$ cat src/rtl/pipe_pkg.sv
// Shared pipeline definitions: opcodes, instruction field positions and the ID/EX payload.
package pipe_pkg;

  localparam int unsigned XLEN   = 32;
  localparam int unsigned OP_W   = 6;
  localparam int unsigned REG_AW = 5;
  localparam int unsigned IMM_W  = 16;

  localparam int unsigned OP_LSB = 26;
  localparam int unsigned RS_LSB = 21;
  localparam int unsigned RT_LSB = 16;
  localparam int unsigned RD_LSB = 11;

  localparam logic [OP_W-1:0] BUBBLE_OP = 6'h3F;

  typedef enum logic [OP_W-1:0] {
    OP_ADD  = 6'h00, OP_ADDI = 6'h01, OP_SUB  = 6'h02, OP_SUBI = 6'h03,
    OP_MUL  = 6'h04, OP_MULI = 6'h05, OP_OR   = 6'h06, OP_ORI  = 6'h07,
    OP_AND  = 6'h08, OP_ANDI = 6'h09, OP_XOR  = 6'h0A, OP_XORI = 6'h0B,
    OP_LDW  = 6'h0C, OP_STW  = 6'h0D, OP_BZ   = 6'h0E, OP_BEQ  = 6'h0F,
    OP_JR   = 6'h10, OP_HALT = 6'h11
  } op_t;

  typedef struct packed {
    logic [OP_W-1:0]   op;
    logic [XLEN-1:0]   rs;
    logic [XLEN-1:0]   rt;
    logic [XLEN-1:0]   imm;
    logic [XLEN-1:0]   pc4;
    logic              mem_read;
    logic              mem_to_reg;
    logic              mem_write;
    logic              reg_write;
    logic [REG_AW-1:0] rd;
  } id_ex_t;

  localparam id_ex_t ID_EX_BUBBLE = '{
    op: BUBBLE_OP, rs: '0, rt: '0, imm: '0, pc4: '0,
    mem_read: 1'b0, mem_to_reg: 1'b0, mem_write: 1'b0, reg_write: 1'b0, rd: '0
  };

  function automatic logic [XLEN-1:0] sext_imm(input logic [IMM_W-1:0] imm);
    return {{(XLEN-IMM_W){imm[IMM_W-1]}}, imm};
  endfunction

endpackage

$ cat src/rtl/id_regfile.sv
// Register file: two async read ports, one sync write port, R0 hardwired to zero.
// ID_WB_BYPASS_EN: a same-cycle writeback to a read address is forwarded to the read port.
module id_regfile import pipe_pkg::*; #(
  parameter int unsigned NREG = 32
) (
  input  logic              clk,
  input  logic              reset,
  input  logic [REG_AW-1:0] i_ra_a,
  input  logic [REG_AW-1:0] i_ra_b,
  output logic [XLEN-1:0]   o_rd_a,
  output logic [XLEN-1:0]   o_rd_b,
  input  logic              i_we,
  input  logic [REG_AW-1:0] i_wa,
  input  logic [XLEN-1:0]   i_wd
);

  logic [XLEN-1:0] r_mem [NREG];
  logic            w_wr;

  assign w_wr = i_we && (i_wa != '0);

  always_ff @(posedge clk) begin
    if (reset) begin
      r_mem <= '{default: '0};
    end else if (w_wr) begin
      r_mem[i_wa] <= i_wd;
    end
  end

  always_comb begin
    o_rd_a = (i_ra_a == '0) ? '0 : r_mem[i_ra_a];
    o_rd_b = (i_ra_b == '0) ? '0 : r_mem[i_ra_b];
`ifdef ID_WB_BYPASS_EN
    if (w_wr && (i_wa == i_ra_a)) o_rd_a = i_wd;
    if (w_wr && (i_wa == i_ra_b)) o_rd_b = i_wd;
`endif
  end

endmodule

$ cat src/rtl/id_stage.sv
// Instruction decode: field split, register read, load-use stall, HALT tracking, ID/EX register.
// Optional macro ID_WB_BYPASS_EN (in id_regfile) enables write-before-read forwarding.
module id_stage #(
  parameter int unsigned NREG      = 32,
  parameter logic [5:0]  BUBBLE_OP = 6'h3F
) (
  input  logic        clk,
  input  logic        reset,
  input  logic [31:0] instr_2_id,
  input  logic        instr_valid_2_id,
  input  logic [31:0] pc4_2_id,
  input  logic        flush_2_id,
  input  logic        wb_en,
  input  logic [4:0]  wb_addr,
  input  logic [31:0] wb_data,
  output logic [5:0]  op,
  output logic [31:0] rs,
  output logic [31:0] rt,
  output logic [31:0] i_data_2_ex,
  output logic [31:0] pc4_out_2_ex,
  output logic        mem_read_2_ex,
  output logic        mem_to_reg_2_ex,
  output logic        mem_write_2_ex,
  output logic        reg_write_2_ex,
  output logic [4:0]  rd_add_value_2_ex,
  output logic        stall_2_if,
  output logic        halted
);
  import pipe_pkg::*;

  id_ex_t            r_idex;
  logic              r_halted;
  id_ex_t            w_bubble;
  id_ex_t            w_dec;
  id_ex_t            w_idex_nxt;
  logic              w_halted_nxt;
  logic [OP_W-1:0]   w_op;
  logic [REG_AW-1:0] w_rs_a;
  logic [REG_AW-1:0] w_rt_a;
  logic [REG_AW-1:0] w_rd_a;
  logic [XLEN-1:0]   w_rs_d;
  logic [XLEN-1:0]   w_rt_d;
  logic              w_use_rs;
  logic              w_use_rt;
  logic              w_legal;
  logic              w_is_halt;
  logic              w_hazard;

  assign w_op   = instr_2_id[OP_LSB +: OP_W];
  assign w_rs_a = instr_2_id[RS_LSB +: REG_AW];
  assign w_rt_a = instr_2_id[RT_LSB +: REG_AW];
  assign w_rd_a = instr_2_id[RD_LSB +: REG_AW];

  id_regfile #(.NREG(NREG)) u_regfile (
    .clk    (clk),
    .reset  (reset),
    .i_ra_a (w_rs_a),
    .i_ra_b (w_rt_a),
    .o_rd_a (w_rs_d),
    .o_rd_b (w_rt_d),
    .i_we   (wb_en),
    .i_wa   (wb_addr),
    .i_wd   (wb_data)
  );

  always_comb begin
    w_bubble    = ID_EX_BUBBLE;
    w_bubble.op = BUBBLE_OP;
  end

  // Opcode decode: controls, destination and which source fields are really read.
  always_comb begin
    w_dec            = ID_EX_BUBBLE;
    w_dec.op         = w_op;
    w_dec.rs         = w_rs_d;
    w_dec.rt         = w_rt_d;
    w_dec.imm        = sext_imm(instr_2_id[IMM_W-1:0]);
    w_dec.pc4        = pc4_2_id;
    w_use_rs         = 1'b0;
    w_use_rt         = 1'b0;
    w_legal          = 1'b1;
    w_is_halt        = 1'b0;
    case (w_op)
      OP_ADD, OP_SUB, OP_MUL, OP_OR, OP_AND, OP_XOR: begin
        w_use_rs        = 1'b1;
        w_use_rt        = 1'b1;
        w_dec.reg_write = 1'b1;
        w_dec.rd        = w_rd_a;
      end
      OP_ADDI, OP_SUBI, OP_MULI, OP_ORI, OP_ANDI, OP_XORI: begin
        w_use_rs        = 1'b1;
        w_dec.reg_write = 1'b1;
        w_dec.rd        = w_rt_a;
      end
      OP_LDW: begin
        w_use_rs         = 1'b1;
        w_dec.mem_read   = 1'b1;
        w_dec.mem_to_reg = 1'b1;
        w_dec.reg_write  = 1'b1;
        w_dec.rd         = w_rt_a;
      end
      OP_STW, OP_BEQ: begin
        w_use_rs        = 1'b1;
        w_use_rt        = 1'b1;
        w_dec.mem_write = (w_op == OP_STW);
      end
      OP_BZ, OP_JR: w_use_rs = 1'b1;
      OP_HALT: begin
        w_legal   = 1'b0;
        w_is_halt = 1'b1;
      end
      default: w_legal = 1'b0;
    endcase
  end

  // Load-use: the load in ID/EX targets a register this instruction actually reads.
  assign w_hazard = instr_valid_2_id && r_idex.mem_read && (r_idex.rd != '0) &&
                    ((w_use_rs && (w_rs_a == r_idex.rd)) || (w_use_rt && (w_rt_a == r_idex.rd)));

  assign stall_2_if = !reset && !flush_2_id && (r_halted || w_hazard);

  always_comb begin
    w_idex_nxt   = w_bubble;
    w_halted_nxt = r_halted;
    if (flush_2_id || r_halted || w_hazard || !instr_valid_2_id) begin
      w_idex_nxt = w_bubble;
    end else if (w_is_halt) begin
      w_halted_nxt = 1'b1;
    end else if (w_legal) begin
      w_idex_nxt = w_dec;
    end
  end

  always_ff @(posedge clk) begin
    if (reset) begin
      r_idex   <= w_bubble;
      r_halted <= 1'b0;
    end else begin
      r_idex   <= w_idex_nxt;
      r_halted <= w_halted_nxt;
    end
  end

  assign op                = r_idex.op;
  assign rs                = r_idex.rs;
  assign rt                = r_idex.rt;
  assign i_data_2_ex       = r_idex.imm;
  assign pc4_out_2_ex      = r_idex.pc4;
  assign mem_read_2_ex     = r_idex.mem_read;
  assign mem_to_reg_2_ex   = r_idex.mem_to_reg;
  assign mem_write_2_ex    = r_idex.mem_write;
  assign reg_write_2_ex    = r_idex.reg_write;
  assign rd_add_value_2_ex = r_idex.rd;
  assign halted            = r_halted;

endmodule

$ cat config.mk
export PLATFORM = sky130hd
export DESIGN_NAME = id_stage
export DESIGN_NICKNAME = d
export VERILOG_FILES = /design/src/rtl/pipe_pkg.sv /design/src/rtl/id_regfile.sv /design/src/rtl/id_stage.sv
export SDC_FILE = /design/constraint.sdc
export NUM_CORES = 2
export LEC_CHECK = 0
export CORE_MARGIN = 5
export CORE_UTILIZATION = 30
export DETAILED_ROUTE_END_ITERATION = 8
export GPL_ROUTABILITY_DRIVEN = 0
export PLACE_DENSITY = 0.59
export SLEW_MARGIN = 0
export SYNTH_ARGS = -nofsm -noshare
export SYNTH_HDL_FRONTEND = slang
export SYNTH_SLANG_ARGS = --single-unit
$ cat constraint.sdc
create_clock -name clk -period 3.3 [get_ports clk]
set_input_delay 0.825 -clock clk [delete_from_list [all_inputs] [get_ports clk]]
set_output_delay 0.825 -clock clk [all_outputs]
set_load 0.01 [all_outputs]
==> flow_metrics.py <==
metrics = {
    "status": {
        "outcome": "complete, but fails checks",
        "violations": "setup timing",
    },
    "finish": {
        "layout-drive-gt1-share_pct": 18.5,
        "design_area_um2": 67000,
        "area_delta_synth_final_pct": 22.9,
        "fillCellCount": 18033,
        "nets": 6418,
        "post-route-util_pct": 37.0,
    },
    "drt": {
        "vias_per_cell": 5.78,
        "wl_met2_um": 108000,
        "met1_length_um": 89700,
        "dr.first_iter.drc_count": 6020,
        "highest_layer": "met5",
        "postRouteAntennaNets": 0,
        "routed-via-count": 50806,
        "drc": 0,
        "wl_per_cell_um": 27.6,
        "firstDrtPassIters": 7,
        "met3_length_um": 25300,
        "wl_um": 243000,
    },
    "power": {
        "vdd_drop_max_mv": 0.487,
        "p_leak_nw": 22.0,
        "combPwrFrac_pct": 8.5,
        "p_sw_w": 0.00824,
        "p_clk_share_pct": 48.2,
        "switching_share_pct": 25.3,
        "power.total_w": 0.0325,
        "p_int_w": 0.0243,
        "p_per_area_nw_per_um2": 486,
        "p_seq_share_pct": 43.3,
    },
    "sta": {
        "finalSetupTns_ns": -0.0345,
        "finalCritPeriodShare_pct": 101,
        "rsz0062_at_grt": "true",
        "skew_ns": 0.0464,
        "worst_pin_slew_ns": 1.21,
        "clock.fmax_mhz": 300,
        "whs_ns": 0.310,
        "setup_viol": 1,
        "setup_ws_ns": -0.0345,
        "period_needed_ns": 3.33,
        "max-slew-margin-rel_pct": 19.6,
        "hold_viol_final": 0,
        "final_max_slew_viol_count": 0,
    },
    "synth": {
        "yosys_warnings": 0,
        "netlist_area_um2": 54500,
        "syn_inst": 6151,
        "synth_seq_cells": 1151,
        "syn_nets": 6257,
        "synth_edf_count": 0,
        "synthTopCellsByArea": "dfxtp_1 (42%), mux4_2 (17%), nand2_1 (14%)",
        "ys_types": 47,
        "synth_top_cell_by_area": "dfxtp_1",
        "yosysSeqAreaShare_pct": 42.3,
        "async_flop_share_pct": 0,
        "synth_flop_cell": "dfxtp_1",
        "synth.avg_cell_area_um2": 8.86,
        "synth_top_area_share_pct": 42.3,
    },
    "place": {
        "placed_area_um2": 62300,
        "portBuffers": 250,
        "hpwl_um": 158000,
    },
    "cts": {
        "cts_tree": "built",
        "clockRootBuffer": "clkbuf_16",
        "cts.sinks": 1151,
        "clk_path_buf_depth": 3,
        "h-tree-depth": 4,
        "cts_buffers": 130,
        "clkLatencyLatePin_ns": 0.81,
        "clk_pin_slew_ns": 0.06,
        "cts_hold_buf": 0,
    },
    "worst_setup_path": {
        "reg2reg_slack_ns": 0.99,
        "r2r_start": "rd_add_value_2_ex[3]",
        "critPathBufInv": 2,
        "startpoint_type": "input pin",
        "worst_setup_path_end_kind": "output pin",
        "cp.required_ns": 2.47,
        "worst-path-max-fanout": 2,
        "timing.rr.end": "op[0]",
        "critPathArrivalTime_ns": 2.51,
        "cp_top_family": "simple AND/OR/NAND/NOR gates",
        "crit_path_start": "instr_2_id[26]",
        "cpMostUsedCell": "a21oi_4",
        "critPathKind": "input pin to output pin",
        "slowest_delay_ns": 0.54,
        "crit_slowest_cell": "or4_4",
        "path_cells": "buf_6 -> or4_4 -> a21oi_4 -> or4b_4 -> a21oi_4 -> o21a_1 -> buf_2",
        "ff2ff_path_depth": 9,
    },
    "hold_path": {
        "hold_end": "op[3]",
        "min_from": "instr_2_id[29]",
        "min_path_type": "input pin to flip-flop",
        "min_path_cells": 2,
    },
    "global_routing": {
        "grt_use_total_pct": 24.4,
        "grt_overflow": 0,
        "grt_pass1_wl_um": 344000,
        "grt_max_degree": 219,
        "antenna_found_initial": 18,
        "first_global_vias": 48228,
    },
    "die": {
        "chipHeight_um": 436,
        "dieArea_um2": 190000,
        "core.rowCount": 156,
        "initial_core_util_pct": 30.2,
        "pin_count": 251,
        "die_w_um": 436,
        "coreArea_um2": 181000,
    },
    "flow_run": {
        "cap_violations": 0,
    },
}
-- cell usage in the layout (no fill, tap or decap), types with 20 or more instances in the layout --
cell type	Yosys	layout
a21o_1	29	29
mux4_2	416	416
nand2_1	2056	2030
a22o_1	32	32
a211oi_1	64	64
clkbuf_16	0	133
clkdlybuf4s50_1	0	234
nor3b_1	53	52
o22ai_1	105	105
nand2_2	0	26
nor2_1	34	20
buf_12	0	116
a21oi_1	1004	1004
dfxtp_1	1151	1148
mux2i_1	170	170
nor3_1	81	70
buf_4	30	307
mux2_2	30	30
o221ai_1	32	32
a22oi_1	69	69
nor2b_1	42	36
clkbuf_1	528	24
clkbuf_8	0	30
-- worst max-delay path by stage --
| stage | to | slack (ns) | depth (start not counted) |
|---|---|---|---|
| after floorplan | stall_2_if | 0.01 | 5 |
| after global placement | stall_2_if | -0.94 | 7 |
| after detailed placement | stall_2_if | -0.86 | 7 |
| after CTS | stall_2_if | -0.01 | 7 |
| after global routing | stall_2_if | -0.08 | 7 |
| final | stall_2_if | -0.03 | 7 |
-- flip-flops by register name, summed over array words and instances, names as in the netlist, 5 cells and up --
register	flops
rt	32
rd_add_value_2_ex	5
u_regfile.r_mem	1024
pc4_out_2_ex	32
op	6
rs	32
i_data_2_ex	16
-- metal layers --
layer | vias up | GRT usage, %
met5 | - | 0
met3 | 838 | 5.76
met1 | 24877 | 30.2
met4 | 8 | 16.8
met2 | 3220 | 37.7
li1 | 21863 | -
-- synthesized netlist by cell type (42+ instances only) --
library cell,number
a211oi_1,64
a21oi_1,1004
a22oi_1,69
buf_2,69
clkbuf_1,528
dfxtp_1,1151
mux2i_1,170
mux4_2,416
nand2_1,2056
nor2b_1,42
nor3_1,81
nor3b_1,53
o22ai_1,105
-- kinds of logic after synthesis --
logic type	share of synthesized area [%]
buffers and inverters	4.81
muxes	20.9
and+or+nand+nor	17.2
DFF	42.3
AOI/OAI and AO/OA	14.6
xor gates and xnor gates	0.161
-- per-stage QoR --
step           cells  worst slack [ns]
2_1_floorplan   6151            0.0129
3_3_place_gp    8546            -0.939
3_5_place_dp    8546            -0.856
4_1_cts         8786           -0.0132
5_1_grt         8789           -0.0825
6_report        8793           -0.0345
-- power groups by stage --
stage | clock [W] | combinational, W | sequential [W]
after floorplan | 0 | 0.00138 | 0.0144
after global placement | 0 | 0.00268 | 0.0144
after detailed placement | 0 | 0.00269 | 0.0144
after CTS | 0.0158 | 0.00270 | 0.0141
after global routing | 0.0164 | 0.00283 | 0.0141
final | 0.0157 | 0.00276 | 0.0141
-- area by class of cell --
cell class                      count  area (µm²)  area share [%]
Clock buffer                      187        3830            5.72
Tap cell                         2370        2970            4.43
Sequential cell                  1151       23000            34.4
Timing Repair Buffer              673        7110            10.6
Antenna cell                        7        17.5          0.0262
Multi-Input combinational cell   4356       29200            43.6
Clock inverter                     49         795            1.19
-- what timing repair did --
| item | CTS | global route |
|---|---|---|
| buffers inserted | 4 | 0 |
| hold endpoints to repair | 0 | 0 |
| endpoints found under the setup margin | 1 | 1 |
| pin swaps | 6 | 0 |
| resized for setup | 24 | 1 |
Note: power is estimated with default switching activity, not from simulation.
